[src/rtl/period_detector_pkg.sv]
// Shared fixed-point constants and zero-crossing state encoding for the
// period detector and the oscillator blocks.
package period_detector_pkg;

    localparam int                 FRAC_BITS = 20;
    localparam logic signed [31:0] FP_ONE    = 32'sd1 <<< FRAC_BITS;

    typedef enum logic [0:0] {
        SEEK_LOW  = 1'b0,
        SEEK_HIGH = 1'b1
    } zc_state_e;

    // Larger minus smaller, so the result never wraps for in-range periods.
    function automatic logic [31:0] abs_diff(input logic [31:0] a, input logic [31:0] b);
        return (a >= b) ? (a - b) : (b - a);
    endfunction

endpackage

[src/rtl/period_detector_if.sv]
// Sample stream in, period measurement out.
interface period_detector_if;

    logic signed [31:0] sample_in;
    logic               sample_valid;
    logic        [31:0] wave_length;
    logic               length_valid;
    logic               locked;
    logic               timeout;

    modport master (
        output sample_in, sample_valid,
        input  wave_length, length_valid, locked, timeout
    );

    modport slave (
        input  sample_in, sample_valid,
        output wave_length, length_valid, locked, timeout
    );

endinterface

[src/rtl/zero_cross_detector.sv]
// Hysteresis FSM: arms below -HYST, strobes a rising crossing at >= HYST.
module zero_cross_detector
    import period_detector_pkg::*;
#(
    parameter logic signed [31:0] HYST = 32'sd65536
) (
    input  logic               clk,
    input  logic               reset,
    input  logic signed [31:0] sample_in,
    input  logic               sample_valid,
    input  logic               force_low,
    output logic               crossing
);

    zc_state_e          state_q, state_d;
    logic signed [31:0] neg_hyst;

    assign neg_hyst = -HYST;

    // NOTE: every always_comb output gets a default first so no latch is inferred.
    always_comb begin
        state_d  = state_q;
        crossing = 1'b0;
        if (sample_valid) begin
            case (state_q)
                SEEK_LOW: begin
                    if (sample_in <= neg_hyst) state_d = SEEK_HIGH;
                end
                SEEK_HIGH: begin
                    if (sample_in >= HYST) begin
                        state_d  = SEEK_LOW;
                        crossing = 1'b1;
                    end
                end
                default: state_d = SEEK_LOW;
            endcase
        end
        // A timeout re-arms the detector from scratch.
        if (force_low) state_d = SEEK_LOW;
    end

    // NOTE: sequential state uses non-blocking assignments only.
    always_ff @(posedge clk) begin
        if (reset) state_q <= SEEK_LOW;
        else       state_q <= state_d;
    end

endmodule

[src/rtl/period_detector.sv]
// Measures the sample count between rising crossings, reports period-1,
// flags lock between consecutive periods and times out on silence.
module period_detector
    import period_detector_pkg::*;
#(
    parameter logic signed [31:0] HYST       = 32'sd65536,
    parameter logic        [31:0] MAX_LENGTH = 32'd1048576,
    parameter logic        [31:0] TOLERANCE  = 32'd1
) (
    input  logic               clk,
    input  logic               reset,
    period_detector_if.slave   bus
);

    logic        crossing;
    logic        timeout_evt;

    logic [31:0] cnt_q, cnt_d;
    logic [31:0] prev_p_q, prev_p_d;
    logic [31:0] wave_length_q, wave_length_d;
    logic        have_first_q, have_first_d;
    logic        have_prev_q, have_prev_d;
    logic        length_valid_q, length_valid_d;
    logic        locked_q, locked_d;
    logic        timeout_q, timeout_d;

    assign timeout_evt = bus.sample_valid && have_first_q && (cnt_q == MAX_LENGTH - 32'd1);

    zero_cross_detector #(.HYST(HYST)) u_zcd (
        .clk          (clk),
        .reset        (reset),
        .sample_in    (bus.sample_in),
        .sample_valid (bus.sample_valid),
        .force_low    (timeout_evt),
        .crossing     (crossing)
    );

    always_comb begin
        cnt_d          = cnt_q;
        prev_p_d       = prev_p_q;
        wave_length_d  = wave_length_q;
        have_first_d   = have_first_q;
        have_prev_d    = have_prev_q;
        locked_d       = locked_q;
        length_valid_d = 1'b0;
        timeout_d      = 1'b0;

        // Timeout takes priority over a crossing on the same sample.
        if (timeout_evt) begin
            cnt_d        = '0;
            have_first_d = 1'b0;
            have_prev_d  = 1'b0;
            locked_d     = 1'b0;
            timeout_d    = 1'b1;
        end else if (crossing) begin
            cnt_d        = 32'd1;
            have_first_d = 1'b1;
            if (have_first_q) begin
                wave_length_d  = cnt_q - 32'd1;
                length_valid_d = 1'b1;
                prev_p_d       = cnt_q;
                have_prev_d    = 1'b1;
                locked_d       = have_prev_q && (abs_diff(cnt_q, prev_p_q) <= TOLERANCE);
            end
        end else if (bus.sample_valid && have_first_q) begin
            cnt_d = cnt_q + 32'd1;
        end
    end

    always_ff @(posedge clk) begin
        if (reset) begin
            cnt_q          <= '0;
            prev_p_q       <= '0;
            wave_length_q  <= '0;
            have_first_q   <= 1'b0;
            have_prev_q    <= 1'b0;
            length_valid_q <= 1'b0;
            locked_q       <= 1'b0;
            timeout_q      <= 1'b0;
        end else begin
            cnt_q          <= cnt_d;
            prev_p_q       <= prev_p_d;
            wave_length_q  <= wave_length_d;
            have_first_q   <= have_first_d;
            have_prev_q    <= have_prev_d;
            length_valid_q <= length_valid_d;
            locked_q       <= locked_d;
            timeout_q      <= timeout_d;
        end
    end

    assign bus.wave_length  = wave_length_q;
    assign bus.length_valid = length_valid_q;
    assign bus.locked       = locked_q;
    assign bus.timeout      = timeout_q;

endmodule

[src/flat_wrapper.sv]
// flat-port wrapper written by rule: the top's interface ports become plain ports
module period_detector_flat import period_detector_pkg::*;
#(
    parameter logic signed [31:0] HYST       = 32'sd65536,
    parameter logic        [31:0] MAX_LENGTH = 32'd1048576,
    parameter logic        [31:0] TOLERANCE  = 32'd1
)
  (clk, reset, bus_sample_in, bus_sample_valid, bus_wave_length, bus_length_valid, bus_locked, bus_timeout);
  period_detector_if bus_i ();
  input  logic clk;
  input  logic reset;
  input wire logic [$bits(bus_i.sample_in)-1:0] bus_sample_in;
  input wire logic [$bits(bus_i.sample_valid)-1:0] bus_sample_valid;
  output wire logic [$bits(bus_i.wave_length)-1:0] bus_wave_length;
  output wire logic [$bits(bus_i.length_valid)-1:0] bus_length_valid;
  output wire logic [$bits(bus_i.locked)-1:0] bus_locked;
  output wire logic [$bits(bus_i.timeout)-1:0] bus_timeout;
  assign bus_i.sample_in = bus_sample_in;
  assign bus_i.sample_valid = bus_sample_valid;
  assign bus_wave_length = bus_i.wave_length;
  assign bus_length_valid = bus_i.length_valid;
  assign bus_locked = bus_i.locked;
  assign bus_timeout = bus_i.timeout;
  period_detector #(.HYST(HYST), .MAX_LENGTH(MAX_LENGTH), .TOLERANCE(TOLERANCE)) u_core (.clk(clk), .reset(reset), .bus(bus_i));
endmodule
[config.mk]
export PLATFORM = sky130hd
export DESIGN_NAME = period_detector_flat
export DESIGN_NICKNAME = d
export VERILOG_FILES = /design/src/rtl/period_detector_pkg.sv /design/src/rtl/period_detector_if.sv /design/src/rtl/zero_cross_detector.sv /design/src/rtl/period_detector.sv /design/src/flat_wrapper.sv
export SDC_FILE = /design/constraint.sdc
export NUM_CORES = 1
export LEC_CHECK = 0
export ABC_AREA = 1
export CAP_MARGIN = 40
export CELL_PAD_IN_SITES_DETAIL_PLACEMENT = 1
export CELL_PAD_IN_SITES_GLOBAL_PLACEMENT = 1
export CORE_AREA = 2 2 157 174
export CTS_CLUSTER_DIAMETER = 50
export CTS_CLUSTER_SIZE = 28
export DETAILED_ROUTE_END_ITERATION = 12
export DIE_AREA = 0 0 159 176
export GPL_ROUTABILITY_DRIVEN = 0
export PLACE_DENSITY_LB_ADDON = 0.2
export SYNTH_ARGS = -nofsm -noshare
export SYNTH_HDL_FRONTEND = slang
export SYNTH_HIERARCHICAL = 1
export SYNTH_SLANG_ARGS = --single-unit
export TNS_END_PERCENT = 100
[constraint.sdc]
create_clock -name clk -period 2.7 [get_ports clk]
set_input_delay 0.27 -clock clk [delete_from_list [all_inputs] [get_ports clk]]
set_output_delay 0.27 -clock clk [all_outputs]
set_load 0.01 [all_outputs]
======== Word-level counts from Yosys, hierarchy flattened ========
Index checks and enable logic that the tools add are counted.
storage, ports and cells
  bits in registers ....................... 102
  input bits .............................. 35
  output and inout bits ................... 35
  logic and storage cells ................. 42
operators by class
  $add $sub $neg .......................... 4
  magnitude comparators ................... 4
  equal/unequal tests ..................... 1
  multiplexer cells ....................... 11
  bitwise logic cells ..................... 3
  reduce and logical (&&, ||, !) cells .... 9
operators with widths
  operator               count
  $sub 32x32->32         2
  $add 32x1->32 const B  1
  $eq 32x20->1 const B   1
  $ge 32x18->1 const B   1
  $ge 32x32->1           1
  $le 32x1->1 const B    1
  $le 32x17->1 const B   1
  $mux 32                1
  $sub 32x1->32 const B  1
  $mux 1                 9
  $reduce_or 3->1        2
  $logic_and 1x1->1      3
  $not 1->1              3
  $reduce_and 3->1       1
  $pmux 1 s2             1
  $reduce_and 2->1       1
  $reduce_bool 2->1      1
  $reduce_or 2->1        1

======== Depth between registers and ports, before layout ========
Gate-level depths: netlist (run 1).
  word-level depth ........................ 6
  depth in mapped cells ................... 22

======== Modules after synthesis ========
The synthesis (run 1) kept the hierarchy.
modules (own cells, without submodules)
  module               instances  cells an instance  area each (sq um)  sequential area each (sq um)
  period_detector      1          1607               9561.7             2021.9
  zero_cross_detector  1          59                 254.0              20.0

======== Worst setup path after synthesis (run 1) ========
No wires, ideal clock.
  path type ............................... reg2reg
  from .................................... register u_core.cnt_q[0]
  to ...................................... register u_core.locked_q, in the netlist u_core/bus.locked
  arrival ................................. 2494 ps
  data required time ...................... 2634 ps
  slack ................................... 140 ps
  stages on the path, launching flop included .. 21
  period minus slack after synthesis ...... 2560 ps
  path through ............................ dfxtp_1 > inv_1 > ha_1 > inv_1 > fa_1 > nand3_1 > nand3_1 > nand2_1 > nand2_2 > nand2_2 > nand3_2 > nand2_4 > nand2_8 > inv_8 > buf_8 > nand2_1 > a21oi_2 > nand3_1 > nor2_1 > nand2_1 > a21oi_2
between the ends
  longest elaborated chain between the ends .. 4
  elaborated cells between the ends (all ways) .. 9
  those cells by class .................... add/sub: 2; order compare: 2; eq/ne: 1; mux: 1; reduce/logical: 3
RTL lines
  item                                                   RTL line                   text
  start, declared                                        period_detector.sv:18      logic [31:0] cnt_q, cnt_d;
  start signal, assigned                                 period_detector.sv:81      cnt_q <= cnt_d;
  $sub 32x32->32 / $ge 32x32->1 (equally long branches)  period_detector_pkg.sv:15  return (a >= b) ? (a - b) : (b - a);
  $mux 32                                                period_detector_pkg.sv:15
  $le 32x1->1                                            period_detector.sv:63      locked_d = have_prev_q && (abs_diff(cnt_q, prev_p_q) <= TOLERANCE);
  $logic_and 1x1->1                                      period_detector.sv:63
  end signal, assigned                                   period_detector.sv:87      locked_q <= locked_d;
  end, declared                                          period_detector.sv:24      logic locked_q, locked_d;
Several ways; a longest one is shown, not always the timed one.
A chain may end at the register's enable or synchronous reset.

======== Worst setup path after layout (run 1) ========
Ends and elaborated chain as after synthesis.

==> summary.md, run 1 <==
| Metric | Value |
|---|---|
| Post-DRT Antenna Nets | 0 |
| Pint | between 2 and 3 mW |
| R2r setup slk | 0.06 ns |
| Aggregate global routing overflow | 0 |
| Initial antenna violation count | 0 |
| PnR worst setup slack | ~0.060 ns |
| Clock Tree Root | clkbuf_16 |
| Syn nets | ~1.8k |
| Combinational Power Share | roughly 18% |
| Ranking of synthesized cells by area | dfxtp_1 (21%), nand2_1 (20%), inv_1 (10%) |
| CTS Buf Count | 9 |
| Largest net degree at the start of global routing | 53 |
| Die Span Y | 176 µm |
| Sequential share of the synthesized area | between 20% and 30% |
| Finished Core Util | 48.7% |
| Max-cap violations | 0 |
| Final-report max-slew violation count | 0 |
| CTS tree | built |
| Syn. warnings | 6 |
| Ys flop type | dfxtp_1 |
| Layout Area Growth over Synthesis | 29.4% |
| Sequential power share | a little over two fifths |
| Clk buf depth | 2 |
| Sw frac | about 28% |
| Via count | 11.2k |
| Area leader, netlist | dfxtp_1 |
| P per Cell Area | 281 nW/µm² |
| Mapped cell area | between 9000 and 10,000 µm² |
| Final instance area | 12,700 µm² |
| Required time of the critical path | about 3 ns |
| Core ar. | roughly 26,000 µm² |
| Worst setup endpoint | u_core/bus.locked |
| Rows | just over 60 |
| CP startpoint kind | flop |
| Synth Register Bits | between 100 and 150 |
| Crit path from | u_core/cnt_q[0] |
| Share of layout cells above drive strength 1 | between 10% and 20% |
| Pleak | around 6.4 nW |
| Die X | ~160 µm |
| CTS H-Tree Depth | 3 |
| Placed Area | about 12,000 µm² |
| Multi-input gate area | 7080 µm² |
| Max_slew headroom | 65.1% |
| I/O Buffers | 69 |
| First-pass GRT wire length | about 59,000 µm |
| CTS Hold Buffers Added | 0 |
| Placed Cells incl. Taps | approximately 2.2k |
| Clk pin slew, worst setup/hold paths | 0.08 ns |
| DR iter-0 viols | between 400 and 500 |
| R2R depth | 21 |
| Post-synth EDFFs | 0 |
| Fmax | 0.379 GHz |
| Hold Fails Final Rpt | 0 |
| Total Nets Final | 1,933 |
| Max Clock Skew | around 0.016 ns |
| # clock sinks | 102 |
| Net switching power | approximately 1.0 mW |
| RSZ-0062 raised after global routing | yes |
| Initial core utilization | roughly 38% |
| Crit end category | flop |
| Detailed placement HPWL | 30,200 µm |
| Worst-Skew Late Latency | between 0.3 and 0.4 ns |
| Filler cells | ~3.6k |
| VDD IR-drop max | approximately 0.36 mV |
| Gr usage total | 26.0% |
| Top-area cell type share of the netlist area | between 20% and 30% |
| Die area | between 20,000 and 30,000 µm² |
| Routed len/inst | around 17 µm |
| Worst slew pin tran | a little over 0.5 ns |
| Antenna Cells | 0 |
| First-pass iteration count of the detailed router | 5 |
| Finished Layout Cells | 2,188 |
| Post-Route WL | ~38,000 µm |
| Worst EP arrival | approximately 3.0 ns |
| Worst Path Max Fanout | 6 |
| Register area | approximately 2000 µm² |
| Vias in the first global route | 11.6k |
| Pre-CTS WS | -0.135 ns |
| Final worst path period need | around 2.6 ns |
| Worst hold slack | approximately 0.47 ns |
| Synth unique cells | 50 |
| Hold Path Class | reg2reg |
| Clock share of power | approximately two fifths |
| # setup viols final | 0 |
| Io pins | 70 |
| Synth Instances | 1,666 |
| DR DRC count | 0 |
| Ys async rst share | 0% |
| Worst R2R Start | u_core/cnt_q[0] |
| Vias per Instance | approximately 5.1 |
| Final period util | 97.8% |
| Synthesized area per cell | just under 6 µm² |
| Status | completed |
| Reg-to-reg critical path endpoint | u_core/bus.locked |
| Setup CP Type | reg2reg |
==> worst min path at each step <==
| stage | startpoint | end | slack, ns | cells past startpoint |
|---|---|---|---|---|
| global route | u_core/u_zcd/state_q | u_core/u_zcd/state_q | 0.48 | 2 |
| detailed placement | u_core/bus.wave_length[31] | u_core/bus.wave_length[31] | 0.46 | 2 |
| global placement | u_core/u_zcd/state_q | u_core/u_zcd/state_q | 0.44 | 2 |
| CTS | u_core/u_zcd/state_q | u_core/u_zcd/state_q | 0.47 | 2 |
| floorplan | reset | u_core/u_zcd/state_q | 0.41 | 3 |
| finish | u_core/u_zcd/state_q | u_core/u_zcd/state_q | 0.47 | 2 |
==> synth_stat cells, types with 17 or more instances <==
cell type	count
ha_1	65
nor3_1	17
o21ai_0	65
buf_2	18
a21oi_1	109
dfxtp_1	102
nor2_2	20
nand2_1	530
nand4_1	26
nand3_1	94
nand2_2	22
xor2_1	42
nor2_1	152
inv_1	263
==> final cells by class <==
| type | instances | area share (%) |
|---|---|---|
| sequential | 102 | 16.1 |
| clock buffer | 12 | 2.10 |
| tap | 352 | 3.47 |
| timing repair buffer | 195 | 13.4 |
| multi-input combinational | 1235 | 55.7 |
| inverter | 286 | 8.62 |
| clock inverter | 4 | 0.424 |
| timing repair inverter | 2 | 0.138 |
==> power by group through the flow <==
stage | Sequential (mW) | Clock (mW) | Combinational [mW]
finish | 1.51 | 1.43 | 0.625
global route | 1.51 | 1.51 | 0.696
global placement | 1.55 | 0 | 0.546
floorplan | 1.55 | 0 | 0.367
detailed placement | 1.55 | 0 | 0.560
CTS | 1.51 | 1.46 | 0.575
==> critical path, cell delays in order (launching register included) <==
cell     delay [ns]
dfxtp_2        0.34
inv_2          0.08
ha_4           0.16
inv_4          0.04
fa_2           0.40
nand3_2        0.10
nand3_4        0.10
nand2_4        0.09
nand2_4        0.06
nand2_4        0.08
nand3_4        0.08
nand2_8        0.13
nand2_8        0.12
o21ai_1        0.14
nand2_1        0.07
inv_1          0.08
nand2_1        0.05
nor2_1         0.08
nand2_1        0.07
nor2_2         0.09
nand2_1        0.08
a21oi_2        0.12
==> cells by family (layout without fill, tap and decap cells) <==
logic type | Yosys count | in the layout | synth area share [%]
simple gates | 899 | 901 | 40.2
buf+inv | 331 | 499 | 13.9
compound gates | 225 | 225 | 12.6
flops | 102 | 102 | 20.8
fa+ha+maj | 67 | 67 | 8.69
xor+xnor | 42 | 42 | 3.75
==> timing repair <==
item | 4_1_cts | 5_1_grt
hold endpoints to repair | 0 | 0
resized for setup | 9 | 146
pin swaps | 1 | 30
setup buffers | 2 | 15
cloned | 2 | 2
endpoints found under the setup margin | 1 | 8
==> placed cells by master, fill, tap and decap left out, drive strengths merged, types with 4 or more instances in the layout <==
master,instances
nor3,20
clkinv,4
o211ai,4
o21ai,68
nor4,7
nand3,101
ha,65
xor2,42
nor2,182
inv,285
o21bai,7
a31oi,16
clkbuf,12
o21a,5
buf,126
dfxtp,102
nand4,28
a21oi,115
a211oi,6
nand2,558
clkdlybuf4s50,69
==> layer usage <==
| layer | vias to the layer above | wire, µm | track usage (%) |
|---|---|---|---|
| li1 | 5536 | - | - |
| met1 | 5382 | 17200 | 32.8 |
| met2 | 204 | 18300 | 46.1 |
| met3 | 63 | 942 | 2.70 |
| met4 | 0 | 1120 | 9.20 |
| met5 | - | 0 | 0 |
==> through the flow <==
step	total power, mW	setup TNS [ns]
4_1_cts	3.55	0
3_5_place_dp	2.11	-0.135
5_1_grt	3.72	-0.118
2_1_floorplan	1.92	0
3_3_place_gp	2.09	-0.0357
6_report	3.57	0
(Power assumes the default switching activity.)
==> run 2, diff against run 1 <==
--- a/config.mk
+++ b/config.mk
@@ -9,11 +9,12 @@
 export CAP_MARGIN = 40
 export CELL_PAD_IN_SITES_DETAIL_PLACEMENT = 1
 export CELL_PAD_IN_SITES_GLOBAL_PLACEMENT = 1
-export CORE_AREA = 2 2 157 174
+export CORE_AREA = 2 2 155 172
+export CTS_BUF_LIST = sky130_fd_sc_hd__clkbuf_4 sky130_fd_sc_hd__clkbuf_8
 export CTS_CLUSTER_DIAMETER = 50
 export CTS_CLUSTER_SIZE = 28
 export DETAILED_ROUTE_END_ITERATION = 12
-export DIE_AREA = 0 0 159 176
+export DIE_AREA = 0 0 157 174
 export GPL_ROUTABILITY_DRIVEN = 0
 export PLACE_DENSITY_LB_ADDON = 0.2
 export SYNTH_ARGS = -nofsm -noshare
==> summary.md, run 2 (synthesized netlist as in run 1, its figures left out) <==
| Metric | Value |
|---|---|
| Crit path from | u_core/cnt_q[1] |
| Antenna Cells | 0 (unchanged) |
| Worst Path Max Fanout | 12 (+6) |
| Via count | 11.0k (-1.2%) |
| P per Cell Area | 253 nW/µm² (-9.8%) |
| Final-report max-slew violation count | 0 (unchanged) |
| Hold Path Class | reg2reg |
| CP bufs+invs | 4 (+1) |
| Pleak | 6.28 nW (-1.2%) |
| Cell family with most CP delay | simple AND/OR/NAND/NOR gates |
| VDD IR-drop max | 0.381 mV (+4.4%) |
| CTS Buf Count | 9 (unchanged) |
| Layout Area Growth over Synthesis | 27.5% |
| Register area | 2040 µm² (about the same) |
| Max_slew headroom | 66.8% (+1.7 points) |
| Die X | 157 µm (-1.3%) |
| Commonest non-fill, non-tap cell in the layout | nand2_1 |
| Worst EP arrival | 2.89 ns (-0.06 ns) |
| Post-Route WL | 37,000 µm (-1.7%) |
| First-pass GRT wire length | 57,700 µm (-1.5%) |
| Setup CP Type | reg2reg |
| Vias per Instance | 5.07 (-0.82%) |
| # setup viols final | 0 (unchanged) |
| Hold Fails Final Rpt | 0 (unchanged) |
| CTS H-Tree Depth | 3 (unchanged) |
| Max Clock Skew | 0.0130 ns (-0.00279 ns) |
| CTS Hold Buffers Added | 0 (unchanged) |
| Worst slew pin tran | 0.493 ns (-0.0258 ns) |
| Max-cap violations | 0 (unchanged) |
| Tot Pwr | 3.17 mW (-11%) |
| Largest net degree at the start of global routing | 32 (-40%) |
| Critical path's largest stage delay | 0.35 ns (-0.05 ns) |
| Clk pin slew, worst setup/hold paths | 0.11 ns (+0.03 ns) |
| Initial core utilization | 38.2% (+0.57 points) |
| Most frequent cells in the layout | nand2_1 (506), inv_1 (254), nor2_1 (135) |
| Max stage delay cell, worst path | dfxtp_1 |
| Rows | 62 (unchanged) |
| Required time of the critical path | 2.97 ns (-0.04 ns) |
| Routed len/inst | 17.0 µm (-1.3%) |
| RSZ-0062 raised after global routing | yes |
| Die Span Y | 174 µm (-1.1%) |
| DR iter-0 viols | 530 (+6.2%) |
| Final period util | 96.9% (-0.86 points) |
| Status | completed |
| Worst-Skew Late Latency | 0.40 ns (+0.03 ns) |
| Core ar. | 25,700 µm² (-1.5%) |
| Crit end category | flop |
| Gr usage total | 26.6% (+0.61 points) |
| Share of layout cells above drive strength 1 | 18.9% (-0.071 points) |
| Finished Core Util | 48.7% (about the same) |
| Aggregate global routing overflow | 0 (unchanged) |
| Final worst path period need | 2.62 ns (-0.0233 ns) |
| Initial antenna violation count | 0 (unchanged) |
| Fmax | 0.382 GHz (+0.89%) |
| R2r setup slk | 0.08 ns (+0.02 ns) |
| First-pass iteration count of the detailed router | 5 (unchanged) |
| # clock sinks | 102 (unchanged) |
| Filler cells | 3,499 (-3.0%) |
| Die area | 27,300 µm² (-2.4%) |
| DR DRC count | 0 (unchanged) |
| Worst R2R Start | u_core/cnt_q[1] |
| Detailed placement HPWL | 30,200 µm (about the same) |
| Setup TNS Final | 0 ns (unchanged) |
| Clock Tree Root | clkbuf_8 |
| Io pins | 70 (unchanged) |
| I/O Buffers | 69 (unchanged) |
| Vias in the first global route | 11.4k (-1.9%) |
| CP startpoint kind | flop |
| Clk buf depth | 2 (unchanged) |
| CP cell instances | buf_4, ha_1, nand4_1, nor4_4, nand3_1, inv_2, nor2_4, inv_2, nor2_1, buf_4, a211oi_2 |
| CTS tree | built |
| Post-DRT Antenna Nets | 0 (unchanged) |
| Hold path start | u_core/u_zcd/state_q |
| Multi-input gate area | 7110 µm² (+0.48%) |
| Total Nets Final | 1,925 (-0.41%) |
-- run 2: cell types whose count changed in the layout (fill, tap and decap cells not counted), moves of 4 or more --
cell / previous run / this run
clkbuf_16: 9 / 0
clkbuf_8: 3 / 10
nor2_2: 24 / 31
nor2_4: 19 / 14
o21ai_0: 61 / 65
o21ai_1: 5 / 1
-- run 2: metrics by stage --
stage,instances,hold WS [ns],cell area (µm²),setup slack [ns]
2_1_floorplan,1666,0.415,9820,0.140
3_3_place_gp,2155,0.446,11500,-0.106
3_5_place_dp,2155,0.453,11500,-0.156
4_1_cts,2170,0.468,11800,0.00111
5_1_grt,2179,0.499,12500,-0.0603
6_report,2179,0.465,12500,0.0836
-- run 2: layout make-up --
cell class	count	area share, %
multi-input cells	1235	56.8
inverters	286	8.73
repair inverters	1	0.0700
well taps	352	3.52
repair buffers	188	13.0
flip-flops and latches	102	16.3
clock buffers	11	1.16
clock inverters	4	0.380
-- run 2: report_power, final --
part	internal [mW]	leakage [nW]	switching [mW]
clock	0.458	0.0986	0.580
sequential	1.51	0.823	0.00455
combinational	0.241	5.36	0.377
total	2.21	6.28	0.961
-- run 2: final timing paths --
kind,end,depth (start not counted)
worst min register to register,u_core/u_zcd/state_q,2
worst max-delay path,u_core/prev_p_q[0],11
worst max register to register,u_core/prev_p_q[0],11
worst min-delay path,u_core/u_zcd/state_q,2
-- run 2: worst reg2reg max path: stages, from the launching register on --
cell and delay (ns):
dfxtp_1 0.35, buf_4 0.19, ha_1 0.19, nand4_1 0.23
nor4_4 0.33, nand3_1 0.20, inv_2 0.15, nor2_4 0.05
inv_2 0.25, nor2_1 0.08, buf_4 0.15, a211oi_2 0.32
-- run 2: metal layers --
metal | vias up | track usage [%] | wire length [µm]
li1 | 5504 | - | -
met1 | 5267 | 34.9 | 17100
met2 | 212 | 44.7 | 17500
met3 | 65 | 2.42 | 1140
met4 | 0 | 10.4 | 1270
met5 | - | 0 | 0
-- run 2: what timing repair did --
action / 4_1_cts / 5_1_grt
setup buffers: 0 / 6
setup endpoints to repair: 2 / 3
pin swaps: 0 / 18
gates cloned: 0 / 3
gates resized for setup: 7 / 145
hold endpoints to repair: 0 / 0
